File: config.mk
export PLATFORM = sky130hd
export DESIGN_NAME = spi_master_sched
export DESIGN_NICKNAME = d
export VERILOG_FILES = /design/src/rtl/spi_pkg.sv /design/src/rtl/spi_rr_arbiter.sv /design/src/rtl/spi_master_sched.sv
export SDC_FILE = /design/constraint.sdc
export NUM_CORES = 1
export LEC_CHECK = 0
export CELL_PAD_IN_SITES_DETAIL_PLACEMENT = 0
export CELL_PAD_IN_SITES_GLOBAL_PLACEMENT = 1
export CORE_MARGIN = 4
export CORE_UTILIZATION = 40
export CTS_BUF_LIST = sky130_fd_sc_hd__clkbuf_8 sky130_fd_sc_hd__clkbuf_16
export DETAILED_ROUTE_END_ITERATION = 8
export GPL_ROUTABILITY_DRIVEN = 0
export PLACE_DENSITY_LB_ADDON = 0.1
export SLEW_MARGIN = 20
export SYNTH_ARGS = -nofsm -noshare
export SYNTH_HDL_FRONTEND = slang
export SYNTH_SLANG_ARGS = --single-unit
File: constraint.sdc
create_clock -name clk -period 5.2 [get_ports clk]
set_input_delay 1.04 -clock clk [delete_from_list [all_inputs] [get_ports clk]]
set_output_delay 1.04 -clock clk [all_outputs]
set_load 0.01 [all_outputs]
File: src/rtl/spi_pkg.sv
// Shared types and constants for the mode-3 SPI master scheduler.
package spi_pkg;
  localparam int BYTE_W = 8;
  localparam logic SCK_IDLE = 1'b1;
  localparam logic MOSI_IDLE = 1'b1;

  typedef enum logic [2:0] {IDLE, SETUP, SHIFT, HOLD, GAP} state_t;
endpackage

File: src/rtl/spi_rr_arbiter.sv
// Round-robin arbiter: one-hot grant searched from the pointer, pointer moves past each winner.
module spi_rr_arbiter #(
  parameter int NREQ = 4,
  localparam int PW = (NREQ > 1) ? $clog2(NREQ) : 1
) (
  input  logic            clk,
  input  logic            rst,
  input  logic            en,
  input  logic [NREQ-1:0] req,
  output logic [NREQ-1:0] gnt,
  output logic [PW-1:0]   gnt_idx
);
  logic [PW-1:0] ptr;
  logic [PW-1:0] pick;
  logic          found;

  always_comb begin
    found = 1'b0;
    pick  = ptr;
    for (int i = 0; i < NREQ; i++) begin
      if (!found && req[(int'(ptr) + i) % NREQ]) begin
        found = 1'b1;
        pick  = PW'((int'(ptr) + i) % NREQ);
      end
    end
  end

  assign gnt     = (en && found) ? (NREQ'(1) << pick) : '0;
  assign gnt_idx = pick;

  always_ff @(posedge clk or posedge rst) begin
    if (rst) begin
      ptr <= '0;
    end else if (en && found) begin
      ptr <= (int'(pick) == NREQ - 1) ? '0 : pick + PW'(1);
    end
  end
endmodule

File: src/rtl/spi_master_sched.sv
// Mode-3 SPI master sharing one bus among NREQ requesters, one byte per grant.
// Build option: define SPI_LSB_FIRST_EN to shift bit 0 first (default MSB first).
module spi_master_sched
  import spi_pkg::*;
#(
  parameter int NREQ = 4,
  parameter int NSS  = 2,
  parameter int DIV  = 2,
  localparam int SSW = (NSS > 1) ? $clog2(NSS) : 1
) (
  input  logic                   clk,
  input  logic                   rst,
  input  logic [NREQ-1:0]        req,
  input  logic [NREQ*8-1:0]      req_data,
  input  logic [NREQ*SSW-1:0]    req_ss,
  output logic [NREQ-1:0]        gnt,
  output logic [NREQ-1:0]        done,
  output logic [BYTE_W-1:0]      rx_data,
  output logic                   busy,
  output logic                   sck,
  output logic [NSS-1:0]         ss_n,
  output logic                   mosi,
  input  logic                   miso,
  output state_t                 state_dbg
);
  localparam int HW = (DIV > 1) ? $clog2(DIV) : 1;
  localparam int PW = (NREQ > 1) ? $clog2(NREQ) : 1;

  state_t            state, state_n;
  logic [HW-1:0]     hcnt, hcnt_n;
  logic [3:0]        ph, ph_n;
  logic              hlast;
  logic [BYTE_W-1:0] tx_byte, rx_sh;
  logic [SSW-1:0]    sel;
  logic [NREQ-1:0]   owner;
  logic [NREQ-1:0]   arb_gnt;
  logic [PW-1:0]     gidx;
  logic              arb_en, active, ss_ok;
  logic [2:0]        bit_idx;

  // Grants only from IDLE; held off during reset so gnt reads 0 there.
  assign arb_en = (state == IDLE) && !rst;

  spi_rr_arbiter #(.NREQ(NREQ)) u_arb (
    .clk     (clk),
    .rst     (rst),
    .en      (arb_en),
    .req     (req),
    .gnt     (arb_gnt),
    .gnt_idx (gidx)
  );

  assign hlast = (hcnt == HW'(DIV - 1));

  always_comb begin
    state_n = state;
    hcnt_n  = hlast ? '0 : hcnt + HW'(1);
    ph_n    = ph;
    case (state)
      IDLE: begin
        hcnt_n = '0;
        ph_n   = '0;
        if (|arb_gnt) state_n = SETUP;
      end
      SETUP: if (hlast) state_n = SHIFT;
      SHIFT: begin
        if (hlast) begin
          if (ph == 4'd15) state_n = HOLD;
          else ph_n = ph + 4'd1;
        end
      end
      HOLD:  if (hlast) state_n = GAP;
      GAP:   if (hlast) state_n = IDLE;
      default: state_n = IDLE;
    endcase
  end

  always_ff @(posedge clk or posedge rst) begin
    if (rst) begin
      state <= IDLE;
      hcnt  <= '0;
      ph    <= '0;
    end else begin
      state <= state_n;
      hcnt  <= hcnt_n;
      ph    <= ph_n;
    end
  end

  // ph counts sck half-periods in SHIFT; even = low, odd = high; ph[3:1] is the bit number.
`ifdef SPI_LSB_FIRST_EN
  assign bit_idx = ph[3:1];
`else
  assign bit_idx = 3'd7 - ph[3:1];
`endif

  assign ss_ok  = int'(sel) < NSS;
  assign active = (state == SETUP) || (state == SHIFT) || (state == HOLD);

  always_ff @(posedge clk or posedge rst) begin
    if (rst) begin
      tx_byte <= '0;
      rx_sh   <= '0;
      sel     <= '0;
      owner   <= '0;
      done    <= '0;
      rx_data <= '0;
    end else begin
      done <= '0;
      if (state == IDLE && |arb_gnt) begin
        tx_byte <= req_data[gidx*8 +: 8];
        sel     <= req_ss[gidx*SSW +: SSW];
        owner   <= arb_gnt;
        rx_sh   <= '0;
      end
      if (state == SHIFT && ph[0] && hcnt == '0) rx_sh[bit_idx] <= miso;
      if (state == HOLD && hlast) begin
        done    <= owner;
        rx_data <= ss_ok ? rx_sh : 8'hFF;
      end
    end
  end

  always_comb begin
    sck  = SCK_IDLE;
    mosi = MOSI_IDLE;
    ss_n = '1;
    if (state == SHIFT) sck = ph[0];
    if (active) begin
      mosi = tx_byte[bit_idx];
      for (int k = 0; k < NSS; k++) begin
        if (ss_ok && int'(sel) == k) ss_n[k] = 1'b0;
      end
    end
  end

  assign gnt       = arb_gnt;
  assign busy      = (state != IDLE);
  assign state_dbg = state;
endmodule

# [After elaboration in Yosys (flattened, before gate mapping)]
# Index checks and enable logic that the tools add are counted.
[totals] in_bits=43 output_inout_bits=24 reg_bits=43 word_cells=113
[classes] reduce_logical=25 bitwise=4 shift=3 add_sub_neg=7 n_lt_le_gt_ge=6 muxes=45 n_eq_ne=13
[ops] operator="$shiftx A32 B6 Y8" count=1
[ops] operator="$mux W1" count=19
[ops] operator="$mux W3" count=6
[ops] operator="$lt A3 B4 Y1 const B" count=4
[ops] operator="$mux W4" count=4
[ops] operator="$mux W8" count=2
[ops] operator="$pmux W3 S5" count=1
[ops] operator="$ne A2 B2 Y1 const B" count=6
[ops] operator="$logic_and A1 B1 Y1" count=10
[ops] operator="$mux W2" count=5
[ops] operator="$bmux W1 S2" count=4
[ops] operator="$bwmux W8" count=1
[ops] operator="$pmux W4 S2" count=1
[ops] operator="$eq A3 B2 Y1 const B" count=2
[ops] operator="$reduce_and A6 Y1" count=1
[ops] operator="$reduce_or A2 Y1" count=3
[ops] operator="$add A2 B1 Y2 const B" count=2
[ops] operator="$add A2 B2 Y2 const B" count=2
[ops] operator="$add A4 B1 Y4 const B" count=1
[ops] operator="$eq A4 B4 Y1 const B" count=1
[ops] operator="$logic_not A1 Y1" count=4
[ops] operator="$reduce_or A4 Y1" count=1
[ops] operator="$shiftx A4 B3 Y1" count=1
[ops] operator="$shl A1 B2 Y4 const A" count=1
[ops] operator="other kinds (17)" count=20

# [Longest topological paths before layout]
# Gate-level depths: netlist (run 1).
[logic_depth] ltp_word=21 depth_mapped=10 depth_no_buf=9

# [Hierarchy]
# A second synthesis (run 1) with hierarchy kept.
[unflattened] hier_cells=211 area_unflattened_um2=2457.4
[by_module_without_submodules] mod="spi_master_sched" instances=1 area_per_inst_um2=2135.8 cells_per_inst=173
[by_module_without_submodules] mod="spi_rr_arbiter" instances=1 area_per_inst_um2=321.6 cells_per_inst=38

# [Worst setup path before layout (run 1)]
# OpenSTA, ideal clock, no wires.
[synth_path] path_type="input-to-output" start="in req[2]" end="out gnt[3]" arrival_time_ps=2421 path_buffers=1 setup_slack_ps=1739 stages=6 cell_sequence="nor2b_1 o21ai_0 nand2_1 buf_6 ha_1 and4b_1"
[synth_via] elab_chain_len=14 word_cells_on_any_way=27 cone_classes="shift (1); mux (19); reduce/logical (7)"
[synth_lines] element="from (decl)" line="spi_master_sched.sv:13" source="input logic [NREQ-1:0] req,"
[synth_lines] element="$bmux W1 S2" line="spi_rr_arbiter.sv:21" source="if (!found && req[(int'(ptr) + i) % NREQ]) begin"
[synth_lines] element="$mux W1 (implied by the code)" line="spi_rr_arbiter.sv:21"
[synth_lines] element="$mux W1" line="spi_rr_arbiter.sv:21"
[synth_lines] element="$logic_not A1 Y1" line="spi_rr_arbiter.sv:21"
[synth_lines] element="$logic_and A1 B1 Y1" line="spi_rr_arbiter.sv:21"
[synth_lines] element="$mux W1" line="spi_rr_arbiter.sv:21"
[synth_lines] element="$logic_not A1 Y1" line="spi_rr_arbiter.sv:21"
[synth_lines] element="$logic_and A1 B1 Y1" line="spi_rr_arbiter.sv:21"
[synth_lines] element="$mux W1" line="spi_rr_arbiter.sv:21"
[synth_lines] element="$logic_not A1 Y1" line="spi_rr_arbiter.sv:21"
[synth_lines] element="$logic_and A1 B1 Y1" line="spi_rr_arbiter.sv:21"
[synth_lines] element="$mux W2 / $mux W1 (equally long branches)" line="spi_rr_arbiter.sv:21"
[synth_lines] element="$shl A1 B2 Y4 / $logic_and A1 B1 Y1 (equally long branches)" line="spi_rr_arbiter.sv:28" source="assign gnt = (en && found) ? (NREQ'(1) << pick) : '0;"
[synth_lines] element="$mux W4 *" line="spi_rr_arbiter.sv:28"
[synth_lines] element="to (decl)" line="spi_master_sched.sv:16" source="output logic [NREQ-1:0] gnt,"
# Every way passes the cells marked *; elsewhere a longest branch is shown, timed or not. The select of a mux whose other input is x is not followed.

# [Final worst setup path (run 1)]
[layout_path] start="in req[0]" end="out gnt[0]"
# Same word-level chain as after synthesis.

==> metrics.txt, run 1 <==
filler instances=~520; commonest non-fill, non-tap cell in the layout=clkdlybuf4s50_1; first-pass GRT wire length=about 9000 um; root buf cell=clkbuf_8; DRC=0; Mapped Area=roughly 2400 um^2; status=completed; Syn Area/Cell=approximately 11 um^2; max cap viols=0; min cycle time layout=~4.5 ns; Hold WC Path Type=reg2reg; worst rel slew slack=around a third; H-Tree Depth=2; top_reg_cell synth=dfrtp_1; die span in x=approximately 85 um; R2R Setup Slk=2.63 ns; global route overflow=0; Worst EP arrival=3.44 ns; worst setup margin=around 0.72 ns; HPWL Detailed=~4000 um; die area=a little over 7000 um^2; crit path capture type=output port; max-slew violations=0; Post-Synthesis Cells=roughly 210; port buffer count=66; Crit Path Max Fanout=23; Final Total Pwr=about 1.6 mW; Final Util=56.7%; crit path launch type=input port; Critical Path RT=about 4.2 ns; Worst-Skew Late Latency=approximately 0.29 ns; fmax=0.223 GHz; CTS sink count=43; Die Span Y=between 80 and 90 um; Max clock buf depth=2; initial antenna violation count=0; final setup TNS=0 ns; row cnt=27; I/O pins=between 60 and 70; CTS clk-pin slew, worst paths=about 0.08 ns; sequential element share of the synthesized area=a little under half; Final Hold Viols=0; Final Cell Area=3200 um^2; largest net degree at the start of global routing=30; Max Clock Skew=~0.0063 ns; Worst Tran Pin Value=1.01 ns; Starting Density=a little over two fifths; fin crit share=86.1%; dpl cell area=3060 um^2; dpl ws=around 0.7 ns; Power Density=between 400 and 500 nW/um^2; syn nets=259; Core ar.=5640 um^2; post-CTS setup buffer count=0; FF+latch count, synth=43; RSZ-0062 raised after global routing=no; Ant. Diodes=0; vias in the first global route=1890; most frequent cells in the layout=66 x clkdlybuf4s50_1, 43 x dfrtp_1, 19 x mux2i_1, 15 x nand3_1, 15 x nand2_1; vias per cell=around 5.4; Max IR drop VDD=0.194 mV; EDFF count, synth=0; Routed WL=around 5300 um; final setup fails=0; 1st-iter DRT viols=50; fin nets=approximately 320; wire per inst=between 15 and 20 um; Gates resized, CTS repair=0; Post-DRT Antenna Nets=0; TritonCTS clock tree=built; share of layout cells above drive strength 1=~15%; GRT Resource Usage Total=between 15 and 20%; Area Overhead vs Synth=34.9%; drt first pass iters=4; vias=about 1900; WS Path Type=in2out; Synth warnings=0; Netlist cell types=49; Leakage=1.40 nW; Synth async-reset ratio=100%; total CTS buffers=5; Hold Buf Count CTS=0
==> sequential cells by signal, indices dropped and copies added (netlist names) <==
register / cells
rx_data: 8
rx_sh: 8
tx_byte: 8
done: 4
owner: 4
ph: 4
state_dbg: 3
u_arb.ptr: 2
hcnt: 1
sel: 1
==> power by group <==
group	total, mW	internal, mW	switching, mW	leakage, nW
registers	0.549	0.443	0.106	0.564
clock network	0.311	0.192	0.119	0.0644
logic	0.702	0.373	0.328	0.768
==> metal layers <==
layer / share of wire [%] / up-vias / global-route usage [%]
met5: 0 / - / 0
met4: 0.75 / 0 / 3.88
met3: 6.4 / 4 / 3.88
met2: 48 / 57 / 25.1
met1: 45 / 902 / 19.5
li1: - / 909 / -
==> kinds of logic (layout without fill, tap and decap cells) <==
logic type / count (synthesis) / after routing / synth area share (%)
and+or+nand+nor: 72 / 72 / 16.8
buffers and inverters: 24 / 85 / 5.38
DFF: 43 / 43 / 45.4
xor gates and xnor gates: 1 / 1 / 0.369
muxes: 30 / 30 / 14.2
adders and majority gates: 2 / 2 / 1.05
AOI/OAI and AO/OA: 42 / 42 / 16.9
==> worst paths after layout <==
kind | end | startpoint | cells past startpoint
min reg2reg | owner[0]$_DFFE_PP0P_ | owner[0]$_DFFE_PP0P_ | 1
min | owner[0]$_DFFE_PP0P_ | owner[0]$_DFFE_PP0P_ | 1
max reg2reg | rx_sh[1]$_DFF_PP0_ | u_arb.ptr[1]$_DFFE_PP0P_ | 9
min in group asynchronous | ph[1]$_DFFE_PP0P_ | rst | 2
max | gnt[0] | req[0] | 6
max in group asynchronous | done[1]$_DFF_PP0_ | rst | 3
==> synthesized netlist by cell type (all sizes together) (4+ instances only) <==
master	count	area share, %
dfrtp	43	45
nand3	15	3.2
clkbuf	8	1.4
and3	7	1.8
inv	9	1.4
a32o	4	1.7
mux2	9	4.3
nor2	12	2.0
or3	4	1.3
o221ai	9	5.4
buf	7	2.5
mux2i	19	8.0
nand2	15	2.4
nor2b	5	1.3
a31o	4	1.5
==> worst max-delay path, stage by stage <==
cell,delay (ns)
clkdlybuf4s50_1,0.47
nor2b_1,0.17
o21a_1,0.23
o31ai_4,0.86
nor2_1,0.14
clkdlybuf4s50_1,0.53
==> per-stage QoR <==
step           cells  hold slack (ns)
2_1_floorplan    214            0.450
3_3_place_gp     339            0.471
3_5_place_dp     339            0.466
4_1_cts          347            0.489
5_1_grt          347            0.510
6_report         347            0.484
==> area by class of cell <==
| type | count | area, um^2 | area share, % |
|---|---|---|---|
| multi-input cells | 147 | 1190 | 37.1 |
| repair buffers | 68 | 676 | 21.1 |
| flip-flops and latches | 43 | 1080 | 33.6 |
| well taps | 72 | 90.1 | 2.81 |
| clock inverters | 3 | 67.6 | 2.11 |
| inverters | 9 | 33.8 | 1.06 |
| clock buffers | 5 | 68.8 | 2.15 |
(Power assumes the default switching activity.)
==> run 2: changes to the inputs <==
PLACE_DENSITY = 0.87   (was default)
PLACE_DENSITY_LB_ADDON = default   (was 0.1)
==> run 2 against run 1 <==
Sequential share of layout area increased by 0.55 points. Cell count unchanged. Fmax decreased by 0.55%. Clock skew increased by 0.0055 ns. Die area unchanged. Critical path depth unchanged. Combinational power about the same. Power decreased by 6.9%. First-iteration DRC count increased by 120%. Clock-buffer cell count unchanged.
==> metrics.txt, run 2 (synthesized netlist as in run 1, its figures left out) <==
row cnt=27; Max clock buf depth=2; die area=about 7200 um^2; wire length on met1=2180 um; status=completed; HPWL Detailed=just under 4000 um; initial antenna violation count=0; Starting Density=between 40% and 50%; min cycle time layout=4.50 ns; Max IR drop VDD=slightly below 0.2 mV; Final Util=approximately 56%; Ant. Diodes=0; Worst Tran Pin Value=roughly 1 ns; WS Path Type=in2out; Final Hold Viols=0; Hold Buf Count CTS=0; CTS sink count=between 40 and 50; Crit Path Max Fanout=23; Leakage=between 1 and 1.5 nW; Final Cell Area=about 3100 um^2; Hold WC Path Type=reg2reg; share of layout cells above drive strength 1=between 10 and 15%; largest net degree at the start of global routing=33; Post-DRT Antenna Nets=0; worst rel slew slack=34.1%; die span in x=85.0 um; max-slew violations=0; total CTS buffers=5; Worst EP arrival=3.46 ns; vias per cell=around 5.4; fmax=roughly 0.22 GHz; top sig layer=met4; vias=about 1900; drt first pass iters=4; vias in the first global route=1878; fin crit share=between 80% and 90%; wire per inst=roughly 15 um; worst setup margin=0.699 ns; Routed WL=around 5100 um; Worst-Skew Late Latency=~0.30 ns; register area=approximately 1100 um^2; port buffer count=66; RSZ-0062 raised after global routing=no; dpl cell area=3060 um^2; crit path capture type=output port; Max Clock Skew=about 0.012 ns; Core ar.=roughly 5600 um^2; 1st-iter DRT viols=110; TritonCTS clock tree=built; Critical Path RT=4.16 ns; root buf cell=clkbuf_8; Top Registers=rx_data: 8 flops, rx_sh: 8 flops, tx_byte: 8 flops; commonest non-fill, non-tap cell in the layout=clkdlybuf4s50_1; global route overflow=0; final setup fails=0; final setup TNS=0 ns; most frequent cells in the layout=66 x clkdlybuf4s50_1, 43 x dfrtp_1, 19 x mux2i_1, 15 x nand3_1, 15 x nand2_1; fin nets=about 320; Area Overhead vs Synth=32.8%; max cap viols=0; first-pass GRT wire length=between 8000 and 9000 um; post-CTS setup buffer count=0; filler instances=~500; H-Tree Depth=2; multi-input logic area=roughly 1200 um^2; dpl ws=a little over 0.7 ns; Met2 Wirelength=between 2000 and 2500 um; crit path launch type=input port; I/O pins=between 60 and 70; Die Span Y=85.0 um; DRC=0; GRT Resource Usage Total=between 10% and 20%; Gates resized, CTS repair=0; CTS clk-pin slew, worst paths=0.09 ns; metal3 WL=~420 um; Power Density=about 460 nW/um^2
==> run 2: cell count changes in the layout (fill, tap and decap cells not counted) <==
cell,previous run,this run
clkinv_2,0,1
inv_1,9,10
bufinv_16,2,0
==> run 2: where the power goes <==
group | leakage (nW) | internal (mW) | switching (mW)
sequential | 0.564 | 0.443 | 0.104
clock | 0.0453 | 0.0920 | 0.115
combinational | 0.768 | 0.373 | 0.326
total | 1.38 | 0.908 | 0.546
==> run 2: layer usage <==
layer,GRT usage [%],vias up
met5,0,-
met4,3.88,0
met3,4.56,7
met2,24.3,62
met1,17.3,905
li1,-,906
==> run 2: layout make-up <==
cell class	count	area share, %
multi-input combinational	147	37.7
sequential	43	34.2
timing repair buffer	68	21.5
tap	72	2.86
clock buffer	5	2.19
inverter	9	1.07
clock inverter	3	0.516
==> run 2: per-stage QoR <==
| stage | total power [mW] | std cells | hold slack [ns] |
|---|---|---|---|
| after floorplan | 1.01 | 214 | 0.450 |
| after global placement | 1.25 | 339 | 0.468 |
| after detailed placement | 1.26 | 339 | 0.471 |
| after CTS | 1.47 | 347 | 0.491 |
| after global routing | 1.56 | 347 | 0.500 |
| final | 1.45 | 347 | 0.489 |
==> run 2: critical path: stages <==
cell and delay, ns:
clkdlybuf4s50_1 0.57, nor2b_1 0.10, o21a_1 0.23, o31ai_4 0.84, nor2_1 0.15, clkdlybuf4s50_1 0.53
==> run 2: final timing paths <==
check | start | endpoint | slack, ns | cells after the start
worst max-delay path | req[3] | gnt[0] | 0.70 | 6
worst min-delay path | owner[0]$_DFFE_PP0P_ | owner[0]$_DFFE_PP0P_ | 0.49 | 1
worst max register to register | u_arb.ptr[1]$_DFFE_PP0P_ | rx_sh[1]$_DFF_PP0_ | 2.53 | 9
worst min register to register | owner[0]$_DFFE_PP0P_ | owner[0]$_DFFE_PP0P_ | 0.49 | 1
max in group asynchronous | rst | tx_byte[5]$_DFFE_PP0P_ | 3.34 | 3
min in group asynchronous | rst | u_arb.ptr[1]$_DFFE_PP0P_ | 1.07 | 2
==> run 3: changes to the inputs <==
PLACE_DENSITY = 0.85   (was 0.87)
SYNTH_HIERARCHICAL = 1   (was default)
==> run 3 against run 2 <==
Core utilization decreased by 0.99 points. Synthesized area increased by 3.6%. Setup slack got worse by 0.033 ns. Cell area increased by 3.7%. Die area increased by 3.2%. First-iteration DRC count increased by 4.5%. Clock skew decreased by 0.0057 ns. Wire length decreased by 2.2%.
==> metrics.txt, run 3 <==
WHS Endpoint=done[3]$_DFF_PP0_; Crit Path Max Fanout=11; FF+latch count, synth=43; largest net degree at the start of global routing=42; Power Density=between 400 and 500 nW/um^2; vias per cell=5.20; share of layout cells above drive strength 1=16.4%; Simple-Gate Fraction of Synth Area=about 15%; row cnt=28; Final Hold Viols=0; fmax=0.221 GHz; Max Clock Skew=between 0.006 and 0.007 ns; top_reg_cell synth=dfrtp_1; Syn Area/Cell=between 10 and 15 um^2; worst rel slew slack=between 50 and 60%; sequential element share of the synthesized area=between 40% and 50%; global route overflow=0; TritonCTS clock tree=built; top cells by count, synth=43 x dfrtp_1, 14 x nand2_1, 13 x mux2_2; Worst Tran Pin Value=approximately 0.66 ns; root buf cell=clkbuf_8; mux share of post-synthesis cell area=about 23%; most frequent cell after synthesis=dfrtp_1; Final Util=54.8%; I/O pins=67; Adder-Cell Fraction of Synth Area=2.55%; post-CTS setup buffer count=0; CTS clk-pin slew, worst paths=0.08 ns; Synth async-reset ratio=between 90% and 100%; Core ar.=around 6000 um^2; Starting Density=between 40% and 50%; fin nets=approximately 320; cell count of the worst reg-to-reg path=8; commonest non-fill, non-tap cell in the layout=clkdlybuf4s50_1; Leakage=1.43 nW; EDFF count, synth=0; final setup fails=0; port buffer count=66; initial antenna violation count=0; dpl ws=roughly 0.64 ns; main area contributors after synthesis=dfrtp_1 44%, mux4_2 8.2%, mux2_2 6.0%; 1st-iter DRT viols=between 100 and 150; DRC=0; total CTS buffers=5; die area=about 7500 um^2; min cycle time layout=~4.5 ns; hold path start=owner[3]$_DFFE_PP0P_; Die Span Y=roughly 86 um; Synth Area in Compound Gates=10.4%; final setup TNS=0 ns; RSZ-0062 raised after global routing=no; crit path launch type=input port; drt first pass iters=4; Worst-Skew Late Latency=a little under 0.3 ns; Area Overhead vs Synth=32.9%; Routed WL=4980 um; CP Cell Sequence=clkdlybuf4s50_1 > nor3b_1 > o22a_1 > o22a_1 > ha_1 > and2_1 > clkdlybuf4s50_1; first-pass GRT wire length=~8400 um; Crit Reg-Reg Endpoint=tx_byte[2]$_DFFE_PP0P_; Netlist cell types=46; GRT Resource Usage Total=between 10% and 20%; worst setup margin=0.666 ns; CP max stage delay=~0.6 ns; HPWL Detailed=roughly 3800 um; vias=1816; max cap viols=0; syn nets=approximately 260; wire per inst=approximately 14 um; Hold Buf Count CTS=0; Post-DRT Antenna Nets=0; crit path capture type=output port; Mapped Area=~2500 um^2; hold path depth=2; Yosys top cell by area=dfrtp_1; fin crit share=a little under 90%; Max clock buf depth=2; crit path max-delay cell type=clkdlybuf4s50_1; R2R Setup Slk=about 2.3 ns; register area=about 1100 um^2; FF-to-FF Start=u_arb/ptr[1]$_DFFE_PP0P_; H-Tree Depth=2; Top Registers=rx_data: 8 flops, rx_sh: 8 flops, tx_byte: 8 flops; Post-Synthesis Cells=about 210; die span in x=86.4 um; status=completed; most frequent cells in the layout=66 x clkdlybuf4s50_1, 43 x dfrtp_1, 14 x nand2_1, 13 x mux2_2, 12 x nor2_1; vias in the first global route=approximately 1800; Ant. Diodes=0; Hold WC Path Type=reg2reg; largest family of logic cells by synthesized area=multiplexers; WS Path Type=in2out; Max IR drop VDD=0.232 mV; Synth warnings=6; post-synthesis xor/xnor area fraction=less than 1%; multi-input logic area=between 1000 and 1500 um^2; CTS sink count=43; Critical Path RT=roughly 4.2 ns; Worst EP arrival=~3.5 ns; Synth top area share=around 44%; max-slew violations=0; filler instances=536; Gates resized, CTS repair=0
[run 3: changes by cell type in the layout (fill, tap and decap cells not counted), sizes merged, moves of 4 or more]
cell    previous run  this run
mux2i             19        11
mux2               9        20
and2               1         5
a31o               4         0
nand3             15         9
a32o               4         0
o21ai              3        13
mux4               2         9
o221ai             9         0
and3               7         0
[run 3: critical path: cells and delay by family]
kind                       cells  cell delay [ns]
buffers and inverters          2             1.15
AOI/OAI and AO/OA              2             0.60
and+or+nand+nor                2             0.48
adders and majority gates      1             0.22
[run 3: metal layers]
layer  vias up  global-route usage (%)  wire, um
met5         -                       0         0
met3         5                    3.42       368
met1       852                    18.4      2180
met2        67                    23.2      2380
li1        892                       -         -
met4         0                    5.10        58
[run 3: logic make-up after synthesis]
group / count (synthesis)
AND/OR/NAND/NOR: 62
flip-flops: 43
multiplexers: 40
AO/OA/AOI/OAI: 36
buffers and inverters: 24
adder cells (fa/ha/maj): 5
XOR/XNOR: 1
[run 3: final cells by class]
type,count,share of cell area [%]
clock inverter,2,1.07
timing repair buffer,68,20.7
multi-input combinational,144,38.6
inverter,11,1.26
sequential,43,33.0
clock buffer,6,2.53
tap,75,2.87
[run 3: where the power goes]
| group | total (mW) | switching (mW) | internal, mW |
|---|---|---|---|
| combinational | 0.708 | 0.311 | 0.397 |
| clock | 0.266 | 0.111 | 0.155 |
| sequential | 0.567 | 0.113 | 0.454 |
[run 3: worst max-delay path by stage]
| stage | cells past startpoint | slack [ns] | endpoint | start |
|---|---|---|---|---|
| 6_report | 7 | 0.67 | gnt[2] | req[1] |
| 5_1_grt | 7 | 0.46 | gnt[3] | req[1] |
| 4_1_cts | 7 | 0.64 | gnt[2] | req[1] |
| 3_5_place_dp | 7 | 0.64 | gnt[2] | req[1] |
| 3_3_place_gp | 7 | 0.71 | gnt[2] | req[1] |
| 2_1_floorplan | 10 | 2.10 | owner[2]$_DFFE_PP0P_ | req[1] |
[run 3: metrics by stage]
stage | std cells | hold slack [ns] | cell area [um^2] | total power [mW]
2_1_floorplan | 211 | 0.457 | 2460 | 1.04
3_3_place_gp | 341 | 0.473 | 3150 | 1.27
3_5_place_dp | 341 | 0.470 | 3150 | 1.29
4_1_cts | 349 | 0.488 | 3270 | 1.56
5_1_grt | 349 | 0.508 | 3270 | 1.65
6_report | 349 | 0.486 | 3270 | 1.54
